===== config.mk =====
export PLATFORM = sky130hd
export DESIGN_NAME = fb_burst_scheduler
export DESIGN_NICKNAME = d
export VERILOG_FILES = /design/src/rtl/fb_pkg.sv /design/src/rtl/fb_addr_gen.sv /design/src/rtl/fb_burst_scheduler.sv
export SDC_FILE = /design/constraint.sdc
export NUM_CORES = 1
export LEC_CHECK = 0
export BUFFER_PORTS_ARGS = -buffer_cell sky130_fd_sc_hd__buf_2
export CAP_MARGIN = 15
export CORE_MARGIN = 8
export CORE_UTILIZATION = 55
export CTS_BUF_LIST = sky130_fd_sc_hd__clkbuf_2
export CTS_CLUSTER_DIAMETER = 120
export DETAILED_ROUTE_END_ITERATION = 10
export GPL_ROUTABILITY_DRIVEN = 0
export GPL_TIMING_DRIVEN = 0
export PLACE_DENSITY = 0.95
export REMOVE_ABC_BUFFERS = 1
export SLEW_MARGIN = 20
export SYNTH_ARGS = -nofsm -noshare
export SYNTH_HDL_FRONTEND = slang
export SYNTH_SLANG_ARGS = --single-unit

===== constraint.sdc =====
create_clock -name CLK -period 3.25 [get_ports CLK]
set_clock_uncertainty 0.15 [all_clocks]
set_input_delay 0.325 -clock CLK [delete_from_list [all_inputs] [get_ports CLK]]
set_output_delay 0.325 -clock CLK [all_outputs]
set_load 0.01 [all_outputs]

===== src/rtl/fb_pkg.sv =====
// Shared definitions for the frame-buffer burst scheduler: FSM encoding and
// SDRAM burst address composition.
package fb_pkg;

  typedef enum logic [1:0] {
    ST_IDLE    = 2'd0,
    ST_WR_BUSY = 2'd1,
    ST_RD_BUSY = 2'd2
  } fb_state_e;

  // Burst start address: bank bit just above the burst index, column bits zero.
  function automatic logic [31:0] fb_compose_addr(
    input logic              bank,
    input logic [31:0]       idx,
    input int unsigned       col_w,
    input int unsigned       bidx_w
  );
    return ({31'd0, bank} << (col_w + bidx_w)) | (idx << col_w);
  endfunction

endpackage


===== src/rtl/fb_addr_gen.sv =====
// Burst index counter with bank bit and composed start address; used once
// for the write side (wrapping) and once for the read side (saturating).
module fb_addr_gen
  import fb_pkg::*;
#(
  parameter int ADDR_W     = 24,
  parameter int COL_W      = 9,
  parameter int BIDX_W     = 7,
  parameter int DOUBLE_BUF = 1,
  parameter int WRAP       = 1
) (
  input  logic              CLK,
  input  logic              RSTn,
  input  logic              i_inc,
  input  logic              i_clr,
  input  logic              i_bank_load,
  input  logic              i_bank_val,
  output logic [BIDX_W:0]   o_idx,
  output logic              o_last,
  output logic              o_bank,
  output logic [ADDR_W-1:0] o_addr
);

  localparam logic [BIDX_W:0] L_LAST = {1'b0, {BIDX_W{1'b1}}};
  localparam logic [BIDX_W:0] L_NUM  = {1'b1, {BIDX_W{1'b0}}};
  localparam logic [BIDX_W:0] L_ONE  = {{BIDX_W{1'b0}}, 1'b1};

  logic [BIDX_W:0] r_idx;
  logic            r_bank;
  logic [BIDX_W:0] w_idx_nxt;
  logic            w_bank_nxt;
  logic [31:0]     w_full_addr;

  // A read-side counter parks at NUM_BURSTS so the scheduler can stall on it.
  always_comb begin
    w_idx_nxt = r_idx;
    if (i_clr) begin
      w_idx_nxt = '0;
    end else if (i_inc) begin
      if ((WRAP != 0) && (r_idx == L_LAST)) begin
        w_idx_nxt = '0;
      end else if (r_idx != L_NUM) begin
        w_idx_nxt = r_idx + L_ONE;
      end else begin
        w_idx_nxt = r_idx;
      end
    end else begin
      w_idx_nxt = r_idx;
    end
  end

  always_comb begin
    w_bank_nxt = r_bank;
    if ((DOUBLE_BUF != 0) && i_bank_load) begin
      w_bank_nxt = i_bank_val;
    end else begin
      w_bank_nxt = r_bank;
    end
  end

  always_ff @(posedge CLK or negedge RSTn) begin
    if (!RSTn) begin
      r_idx  <= '0;
      r_bank <= 1'b0;
    end else begin
      r_idx  <= w_idx_nxt;
      r_bank <= w_bank_nxt;
    end
  end

  assign w_full_addr = fb_compose_addr(r_bank, {{(32-BIDX_W){1'b0}}, r_idx[BIDX_W-1:0]},
                                       COL_W, BIDX_W);

  generate
    if (ADDR_W < 32) begin : g_trim
      logic w_unused_hi;
      assign w_unused_hi = ^w_full_addr[31:ADDR_W];
    end
  endgenerate

  assign o_idx  = r_idx;
  assign o_last = (r_idx == L_LAST);
  assign o_bank = r_bank;
  assign o_addr = w_full_addr[ADDR_W-1:0];

endmodule


===== src/rtl/fb_burst_scheduler.sv =====
// Arbitrates SDRAM write bursts (camera FIFO) and read bursts (display FIFO)
// over a single- or double-buffered frame store, one request at a time.
module fb_burst_scheduler
  import fb_pkg::*;
#(
  parameter int ADDR_W     = 24,
  parameter int COL_W      = 9,
  parameter int BIDX_W     = 7,
  parameter int CNT_W      = 11,
  parameter int WR_THRESH  = 512,
  parameter int WR_URGENT  = 1536,
  parameter int RD_THRESH  = 512,
  parameter int DOUBLE_BUF = 1
) (
  input  logic              CLK,
  input  logic              RSTn,
  input  logic              frame_start,
  input  logic [CNT_W-1:0]  wr_fifo_used,
  input  logic [CNT_W-1:0]  rd_fifo_used,
  output logic              wr_sdram_req,
  input  logic              wr_sdram_ack,
  output logic [ADDR_W-1:0] wr_sdram_add,
  output logic              rd_sdram_req,
  input  logic              rd_sdram_ack,
  output logic [ADDR_W-1:0] rd_sdram_add,
  output logic              frame_ready,
  output logic              frame_drop
);

  localparam logic [CNT_W-1:0] L_WR_THRESH = CNT_W'(WR_THRESH);
  localparam logic [CNT_W-1:0] L_WR_URGENT = CNT_W'(WR_URGENT);
  localparam logic [CNT_W-1:0] L_RD_THRESH = CNT_W'(RD_THRESH);
  localparam logic [BIDX_W:0]  L_NUM       = {1'b1, {BIDX_W{1'b0}}};

  fb_state_e         r_state;
  fb_state_e         w_state_nxt;
  logic              r_wr_req;
  logic              r_rd_req;
  logic [ADDR_W-1:0] r_wr_add;
  logic [ADDR_W-1:0] r_rd_add;
  logic              r_frame_ready;
  logic              r_frame_drop;
  logic              r_pub_bank;
  logic              r_restart_pend;

  logic              w_wr_elig, w_wr_urgent, w_rd_elig;
  logic              w_wr_grant, w_rd_grant, w_wr_done, w_rd_done;
  logic              w_restart, w_publish, w_toggle, w_drop;
  logic [BIDX_W:0]   w_rd_idx, w_unused_wr_idx;
  logic              w_wr_last, w_unused_rd_last;
  logic              w_wr_bank, w_rd_bank;
  logic [ADDR_W-1:0] w_wr_addr, w_rd_addr;

  assign w_wr_elig   = (wr_fifo_used >= L_WR_THRESH);
  assign w_wr_urgent = (wr_fifo_used >= L_WR_URGENT);
  assign w_rd_elig   = r_frame_ready && (rd_fifo_used <= L_RD_THRESH)
                       && (w_rd_idx < L_NUM) && !r_restart_pend;

  // Arbitration and handshake; reads win unless the camera FIFO is urgent.
  always_comb begin
    w_state_nxt = r_state;
    w_wr_grant  = 1'b0;
    w_rd_grant  = 1'b0;
    w_wr_done   = 1'b0;
    w_rd_done   = 1'b0;
    case (r_state)
      ST_IDLE: begin
        if (w_rd_elig && !w_wr_urgent) begin
          w_rd_grant  = 1'b1;
          w_state_nxt = ST_RD_BUSY;
        end else if (w_wr_elig) begin
          w_wr_grant  = 1'b1;
          w_state_nxt = ST_WR_BUSY;
        end else begin
          w_state_nxt = ST_IDLE;
        end
      end
      ST_WR_BUSY: begin
        if (wr_sdram_ack) begin
          w_wr_done   = 1'b1;
          w_state_nxt = ST_IDLE;
        end else begin
          w_state_nxt = ST_WR_BUSY;
        end
      end
      ST_RD_BUSY: begin
        if (rd_sdram_ack) begin
          w_rd_done   = 1'b1;
          w_state_nxt = ST_IDLE;
        end else begin
          w_state_nxt = ST_RD_BUSY;
        end
      end
      default: begin
        w_state_nxt = ST_IDLE;
      end
    endcase
  end

  // Frame completion: flip banks only if that does not land on the reader.
  always_comb begin
    w_restart = r_restart_pend && ((r_state == ST_IDLE) || w_rd_done);
    w_publish = w_wr_done && w_wr_last;
    w_toggle  = 1'b0;
    w_drop    = 1'b0;
    if (w_publish && (DOUBLE_BUF != 0)) begin
      if (~w_wr_bank != w_rd_bank) begin
        w_toggle = 1'b1;
      end else begin
        w_drop = 1'b1;
      end
    end else begin
      w_toggle = 1'b0;
      w_drop   = 1'b0;
    end
  end

  // Control registers and registered outputs.
  always_ff @(posedge CLK or negedge RSTn) begin
    if (!RSTn) begin
      r_state        <= ST_IDLE;
      r_wr_req       <= 1'b0;
      r_rd_req       <= 1'b0;
      r_wr_add       <= '0;
      r_rd_add       <= '0;
      r_frame_ready  <= 1'b0;
      r_frame_drop   <= 1'b0;
      r_pub_bank     <= 1'b0;
      r_restart_pend <= 1'b0;
    end else begin
      r_state        <= w_state_nxt;
      r_wr_req       <= (w_state_nxt == ST_WR_BUSY);
      r_rd_req       <= (w_state_nxt == ST_RD_BUSY);
      r_frame_drop   <= w_drop;
      r_restart_pend <= frame_start | (r_restart_pend & ~w_restart);
      if (w_wr_grant) begin
        r_wr_add <= w_wr_addr;
      end
      if (w_rd_grant) begin
        r_rd_add <= w_rd_addr;
      end
      if (w_publish) begin
        r_frame_ready <= 1'b1;
        r_pub_bank    <= w_wr_bank;
      end
    end
  end

  fb_addr_gen #(
    .ADDR_W(ADDR_W), .COL_W(COL_W), .BIDX_W(BIDX_W),
    .DOUBLE_BUF(DOUBLE_BUF), .WRAP(1)
  ) u_wr_gen (
    .CLK(CLK), .RSTn(RSTn),
    .i_inc(w_wr_done), .i_clr(1'b0),
    .i_bank_load(w_toggle), .i_bank_val(~w_wr_bank),
    .o_idx(w_unused_wr_idx), .o_last(w_wr_last),
    .o_bank(w_wr_bank), .o_addr(w_wr_addr)
  );

  fb_addr_gen #(
    .ADDR_W(ADDR_W), .COL_W(COL_W), .BIDX_W(BIDX_W),
    .DOUBLE_BUF(DOUBLE_BUF), .WRAP(0)
  ) u_rd_gen (
    .CLK(CLK), .RSTn(RSTn),
    .i_inc(w_rd_done), .i_clr(w_restart),
    .i_bank_load(w_restart), .i_bank_val(r_pub_bank),
    .o_idx(w_rd_idx), .o_last(w_unused_rd_last),
    .o_bank(w_rd_bank), .o_addr(w_rd_addr)
  );

  assign wr_sdram_req = r_wr_req;
  assign rd_sdram_req = r_rd_req;
  assign wr_sdram_add = r_wr_add;
  assign rd_sdram_add = r_rd_add;
  assign frame_ready  = r_frame_ready;
  assign frame_drop   = r_frame_drop;

endmodule


### After elaboration in Yosys (flattened, before gate mapping)

Index checks and enable logic that the tools add are counted.

| word-level totals | value |
|---|---|
| output and inout bits | 52 |
| RAM bits | 0 |
| input port bits | 27 |
| bits in read-only memories | 0 |
| register bits | 74 |
| logic and storage cells | 71 |
| memories | 0 |
| bits in latches | 0 |

| cells by class | value |
|---|---|
| $mul | 0 |
| bitwise logic cells | 6 |
| add/subtract/negate cells | 2 |
| reductions and logical operators | 15 |
| multiplexer cells | 23 |
| order comparisons | 4 |
| divide/modulo/power cells | 0 |
| shift-type cells | 0 |
| equality and inequality tests | 8 |

Operator list:

| cell | number |
|---|---|
| $mux W8 | 5 |
| $or A17 B16 Y17 | 2 |
| $add A8 B1 Y8 const B | 2 |
| $ne A8 B8 Y1 const B | 2 |
| $mux W1 | 15 |
| $ge A11 B10 Y1 const B | 1 |
| $ge A11 B11 Y1 const B | 1 |
| $le A11 B10 Y1 const B | 1 |
| $eq A8 B7 Y1 const B | 1 |
| $lt A8 B8 Y1 const B | 1 |
| $logic_and A1 B1 Y1 | 6 |
| $pmux W2 S3 | 1 |
| $reduce_bool A2 Y1 | 3 |
| $eq A2 B1 Y1 const B | 2 |
| $eq A2 B2 Y1 const B | 2 |
| $mux W2 | 2 |
| $reduce_and A2 Y1 | 2 |
| $logic_not A1 Y1 | 2 |
| $logic_not A2 Y1 | 1 |
| $not A1 Y1 | 2 |
| $and A1 B1 Y1 | 1 |
| $logic_or A1 B1 Y1 | 1 |
| $ne A1 B1 Y1 | 1 |
| $or A1 B1 Y1 | 1 |

### Longest topological paths before layout

| depth | value |
|---|---|
| depth in word-level cells | 8 |
| gate-level depth with buffers | 5 |
| gate-level depth less buffers | 5 |

### Modules after synthesis

A second synthesis with hierarchy kept.

| unflattened totals | value |
|---|---|
| cells, all modules | 294 |
| area total of the unflattened synthesis | 3,575.9 µm² |

Modules (own cells, without submodules):

| module | sequential area each (µm²) | area an instance (µm²) | instances | cells each |
|---|---|---|---|---|
| fb_burst_scheduler | 1,401.3 | 2,192.1 | 1 | 141 |
| fb_addr_gen (u_wr_gen) | 225.2 | 709.4 | 1 | 79 |
| fb_addr_gen (u_rd_gen) | 225.2 | 674.4 | 1 | 74 |

### Worst setup path after synthesis

OpenSTA, ideal clock, no wires.

| path | value |
|---|---|
| path kind | register to register |
| from | register r_restart_pend |
| to | register r_rd_add[10] (netlist: rd_sdram_add[10]) |
| buffers on the path | 0 |
| period minus slack after synthesis | 1.875 ns |
| arrival | 1.601 ns |
| setup time | 0.125 ns |
| data required time | 2.975 ns |
| stages on the path, launching flop included | 5 |
| setup slack | 1.375 ns |
| cell sequence | dfrtp_1 -> nor4b_2 -> nand2_1 -> nor4_4 -> mux2_2 |

| on the way | value |
|---|---|
| longest elaborated chain between the ends | 5 |

Ends and longest elaborated chain:

| what | RTL line | source |
|---|---|---|
| start, declared | fb_burst_scheduler.sv:44 | `logic r_restart_pend;` |
| start signal, assigned | fb_burst_scheduler.sv:135 | `r_restart_pend <= frame_start \| (r_restart_pend & ~w_restart);` |
| $logic_not A1 Y1 | fb_burst_scheduler.sv:57 | `&& (w_rd_idx < L_NUM) && !r_restart_pend;` |
| $logic_and A1 B1 Y1 | fb_burst_scheduler.sv:57 |  |
| $logic_and A1 B1 Y1 | fb_burst_scheduler.sv:68 | `if (w_rd_elig && !w_wr_urgent) begin` |
| $mux W1 | fb_burst_scheduler.sv:68 |  |
| $mux W1 | fb_burst_scheduler.sv:66 | `case (r_state)` |
| end signal, assigned | fb_burst_scheduler.sv:140 | `r_rd_add <= w_rd_addr;` |
| end, declared | fb_burst_scheduler.sv:40 | `logic [ADDR_W-1:0] r_rd_add;` |

No other way between the ends.
A chain may end at the register's enable or synchronous reset.

### Worst setup path after layout

| path | value |
|---|---|
| from | register r_restart_pend |
| to | register r_rd_add[16] (netlist: rd_sdram_add[16]) |

The elaborated chain is that of the path after synthesis.

==> impl_metrics.toml <==
[power]
leakage_nw = 1.19
power.density_nw_per_um2 = 532
ir_drop_mv = 0.310

[worst_setup_path]
worst_ep_required_time_ns = 3.41
worstSetupEndpointType = "flop"
slowest_delay_ns = 0.59
path_depth = 4
crit_chain = "nor4b_2, nand2_1, nor4_4, mux2_2"
path_buf_inv = 0
path_class = "flop to flop"
path_delay_family = "simple AND/OR/NAND/NOR gates"
startpoint_type = "flop"
cp.arrival_ns = 2.28
cp_max_fo = 10
startpoint = "r_restart_pend"
worstRegToRegCells = 4
crit_slowest_cell = "nor4_4"
reg2reg_from = "r_restart_pend"

[route]
drc = 0
vias = 1469
wl_um = 4230
wl_per_cell_um = 14.7
drt-initial-drc-count = 86
drt-pass1-iter-count = 4
drtAntennaViolNets = 0
vias_per_cell = 5.12

[logic_synthesis]
postSynthAreaPerCell_um2 = 11.2
ys_ff_latch = 42
synth_compound_area_share_pct = 5.96
syn_inst = 192
synth_mux_area_share_pct = 11.5
synth_xor_xnor_area_share_pct = 3.27
synth_warnings = 0
seq_area_frac_synth_pct = 49.1
syn_area_um2 = 2140
synth_top_family_by_area = "simple AND/OR/NAND/NOR gates"
synthAdderAreaFrac_pct = 2.34
synth-simple-area-share_pct = 14.9
ys_types = 36

[global_routing]
grt_remaining_overflow = 0
grt_pass1_vias = 1561
grt_antenna_before_repair = 1
grt_usage_pct = 14.3
grt_pass1_wl_um = 7100
grt_max_degree = 43

[cells_and_area]
drive_above_1_share_pct = 29.8
area_growth_pct = 9.88
layout_common_cells = "42 x dfrtp_1, 37 x buf_2, 32 x conb_1"
finalNonFillerCells = 287
num-nets-final = 268
layout_commonest_cell = "dfrtp_1"

[timing]
rsz0062_at_grt = "false"
fmax_ghz = 0.470
finalSetupViolations = 0
tightest_slew_ns = 0.881
final_max_slew_viol_count = 0
min_period_ns = 2.13
tns_ns = 0
hold_viol = 0
max_slew_margin_pct = 41.3
min_period_over_period_pct = 65.4

[hold_path]
worstHoldPathCells = 3
holdCritPathClass = "input port to flop"
min-delay-start = "rd_sdram_ack"

[clock_network]
cts_root_buf = "clkbuf_2"
cts_tree = "done"
numCtsBuffers = 5
insertion_delay_ns = 0.40
htree_levels = 2
clock_path_buffers = 2
numClockSinks = 42
clk_pin_slew_ns = 0.20

[die]
start_util_pct = 57.6
die_h_um = 78.4
dieWidth_um = 78.4
num_io_pins = 79
die_area_um2 = 6140
row_count = 22
coreArea_um2 = 3720

[flow_run]
max_cap_viol_count = 0

[status]
status = "completed"

[place]
dp.cells = 275
dp_hpwl_um = 3180
port_buffers = 37
==> kinds of logic (layout without fill, tap and decap cells) <==
family | count (synthesis) | after routing
other | 1 | 33
buffers and inverters | 40 | 55
muxes | 22 | 22
AOI/OAI and AO/OA | 19 | 19
adders and majority gates | 4 | 4
xor gates and xnor gates | 8 | 8
and+or+nand+nor | 56 | 56
DFF | 42 | 42
==> power by group <==
part | leakage [nW] | switching (W) | internal [W] | total, W
registers | 0.561 | 0.0000775 | 0.000597 | 0.000674
clock network | 0.0432 | 0.000161 | 0.000137 | 0.000299
logic | 0.583 | 0.000153 | 0.000127 | 0.000279
total | 1.19 | 0.000392 | 0.000860 | 0.00125
==> worst min-delay path, cell delays in order <==
cell and delay, ns:
buf_2 0.09, nand2b_1 0.15, o21bai_1 0.07
==> area by class of cell <==
| cell class | count | area (um^2) |
|---|---|---|
| Antenna cell | 1 | 2.50 |
| Clock buffer | 7 | 35.0 |
| Clock inverter | 1 | 30.0 |
| Fill cell | 307 | 1360 |
| Inverter | 7 | 26.3 |
| Multi-Input combinational cell | 141 | 932 |
| Sequential cell | 42 | 1050 |
| Tap cell | 48 | 60.1 |
| Timing Repair Buffer | 40 | 215 |
==> synth_stat cells <==
cell type	n	area (um^2)
nor4b_1	2	17.5
or3b_1	1	8.76
mux2_2	20	225
a21o_1	1	7.51
nor3_1	7	35.0
inv_1	7	26.3
o21ai_0	7	35.0
nor4b_2	1	15.0
ha_1	4	50.1
nand4b_1	1	8.76
xnor2_1	6	52.6
a21oi_1	4	20.0
o221ai_2	1	15.0
nor4_4	1	21.3
nand2_1	8	30.0
o21bai_1	2	15.0
and3b_1	1	8.76
dfrtp_1	42	1050
xor2_1	2	17.5
a31oi_1	1	6.26
nand4_1	2	12.5
nand2b_1	4	25.0
and3_1	1	6.26
nand3b_1	3	22.5
nand3_1	4	20.0
or3_1	1	6.26
conb_1	1	3.75
or2_2	1	6.26
o31ai_1	1	7.51
and2_1	1	6.26
nor2_1	15	56.3
mux2i_1	2	20.0
a21o_2	1	8.76
nor4_1	2	12.5
a31oi_2	1	12.5
buf_4	33	248
==> path summary, 6_finish.rpt <==
check	end	slack [ns]
setup / recovery	rd_sdram_add[16]	1.12
hold / removal	rd_sdram_req	0.09
setup reg to reg	rd_sdram_add[16]	1.12
hold reg to reg	wr_sdram_add[15]	0.38
max in group asynchronous	frame_drop	2.00
min in group asynchronous	u_wr_gen.o_bank	0.40
==> registers in the layout (all words and copies together), names as in the netlist <==
name	cells
rd_sdram_add	8
u_rd_gen.o_idx	8
u_wr_gen.o_idx	8
wr_sdram_add	8
r_state	2
frame_drop	1
frame_ready	1
r_pub_bank	1
r_restart_pend	1
rd_sdram_req	1
u_rd_gen.o_bank	1
u_wr_gen.o_bank	1
wr_sdram_req	1
==> layer usage <==
layer  vias to the layer above  GRT usage, %  wire length (um)
li1                        689             -                 -
met1                       697          14.8              1600
met2                        76          24.0              2050
met3                         7          5.69               519
met4                         0          8.33                53
met5                         -             0                 0
==> through the flow <==
step / utilization, % / cell area [um^2] / power (W) / hold WS (ns) / setup WS [ns]
floorplan: - / 2010 / 0.000852 / -0.121 / 1.37
finish: 63.3 / 2350 / 0.00125 / 0.0918 / 1.12
global placement: 60.7 / 2250 / 0.000944 / 0.333 / 1.12
detailed placement: 60.7 / 2250 / 0.000960 / 0.338 / 1.09
CTS: 63.2 / 2350 / 0.00126 / 0.0588 / 1.10
global route: 63.3 / 2350 / 0.00131 / 0.101 / 0.951
==> what timing repair did <==
| action | CTS | global route |
|---|---|---|
| resized for setup | 0 | 0 |
| endpoints found under the hold margin | 45 | 0 |
| hold buffers | 3 | 0 |
| setup buffers | 0 | 0 |
(Power assumes the default switching activity.)
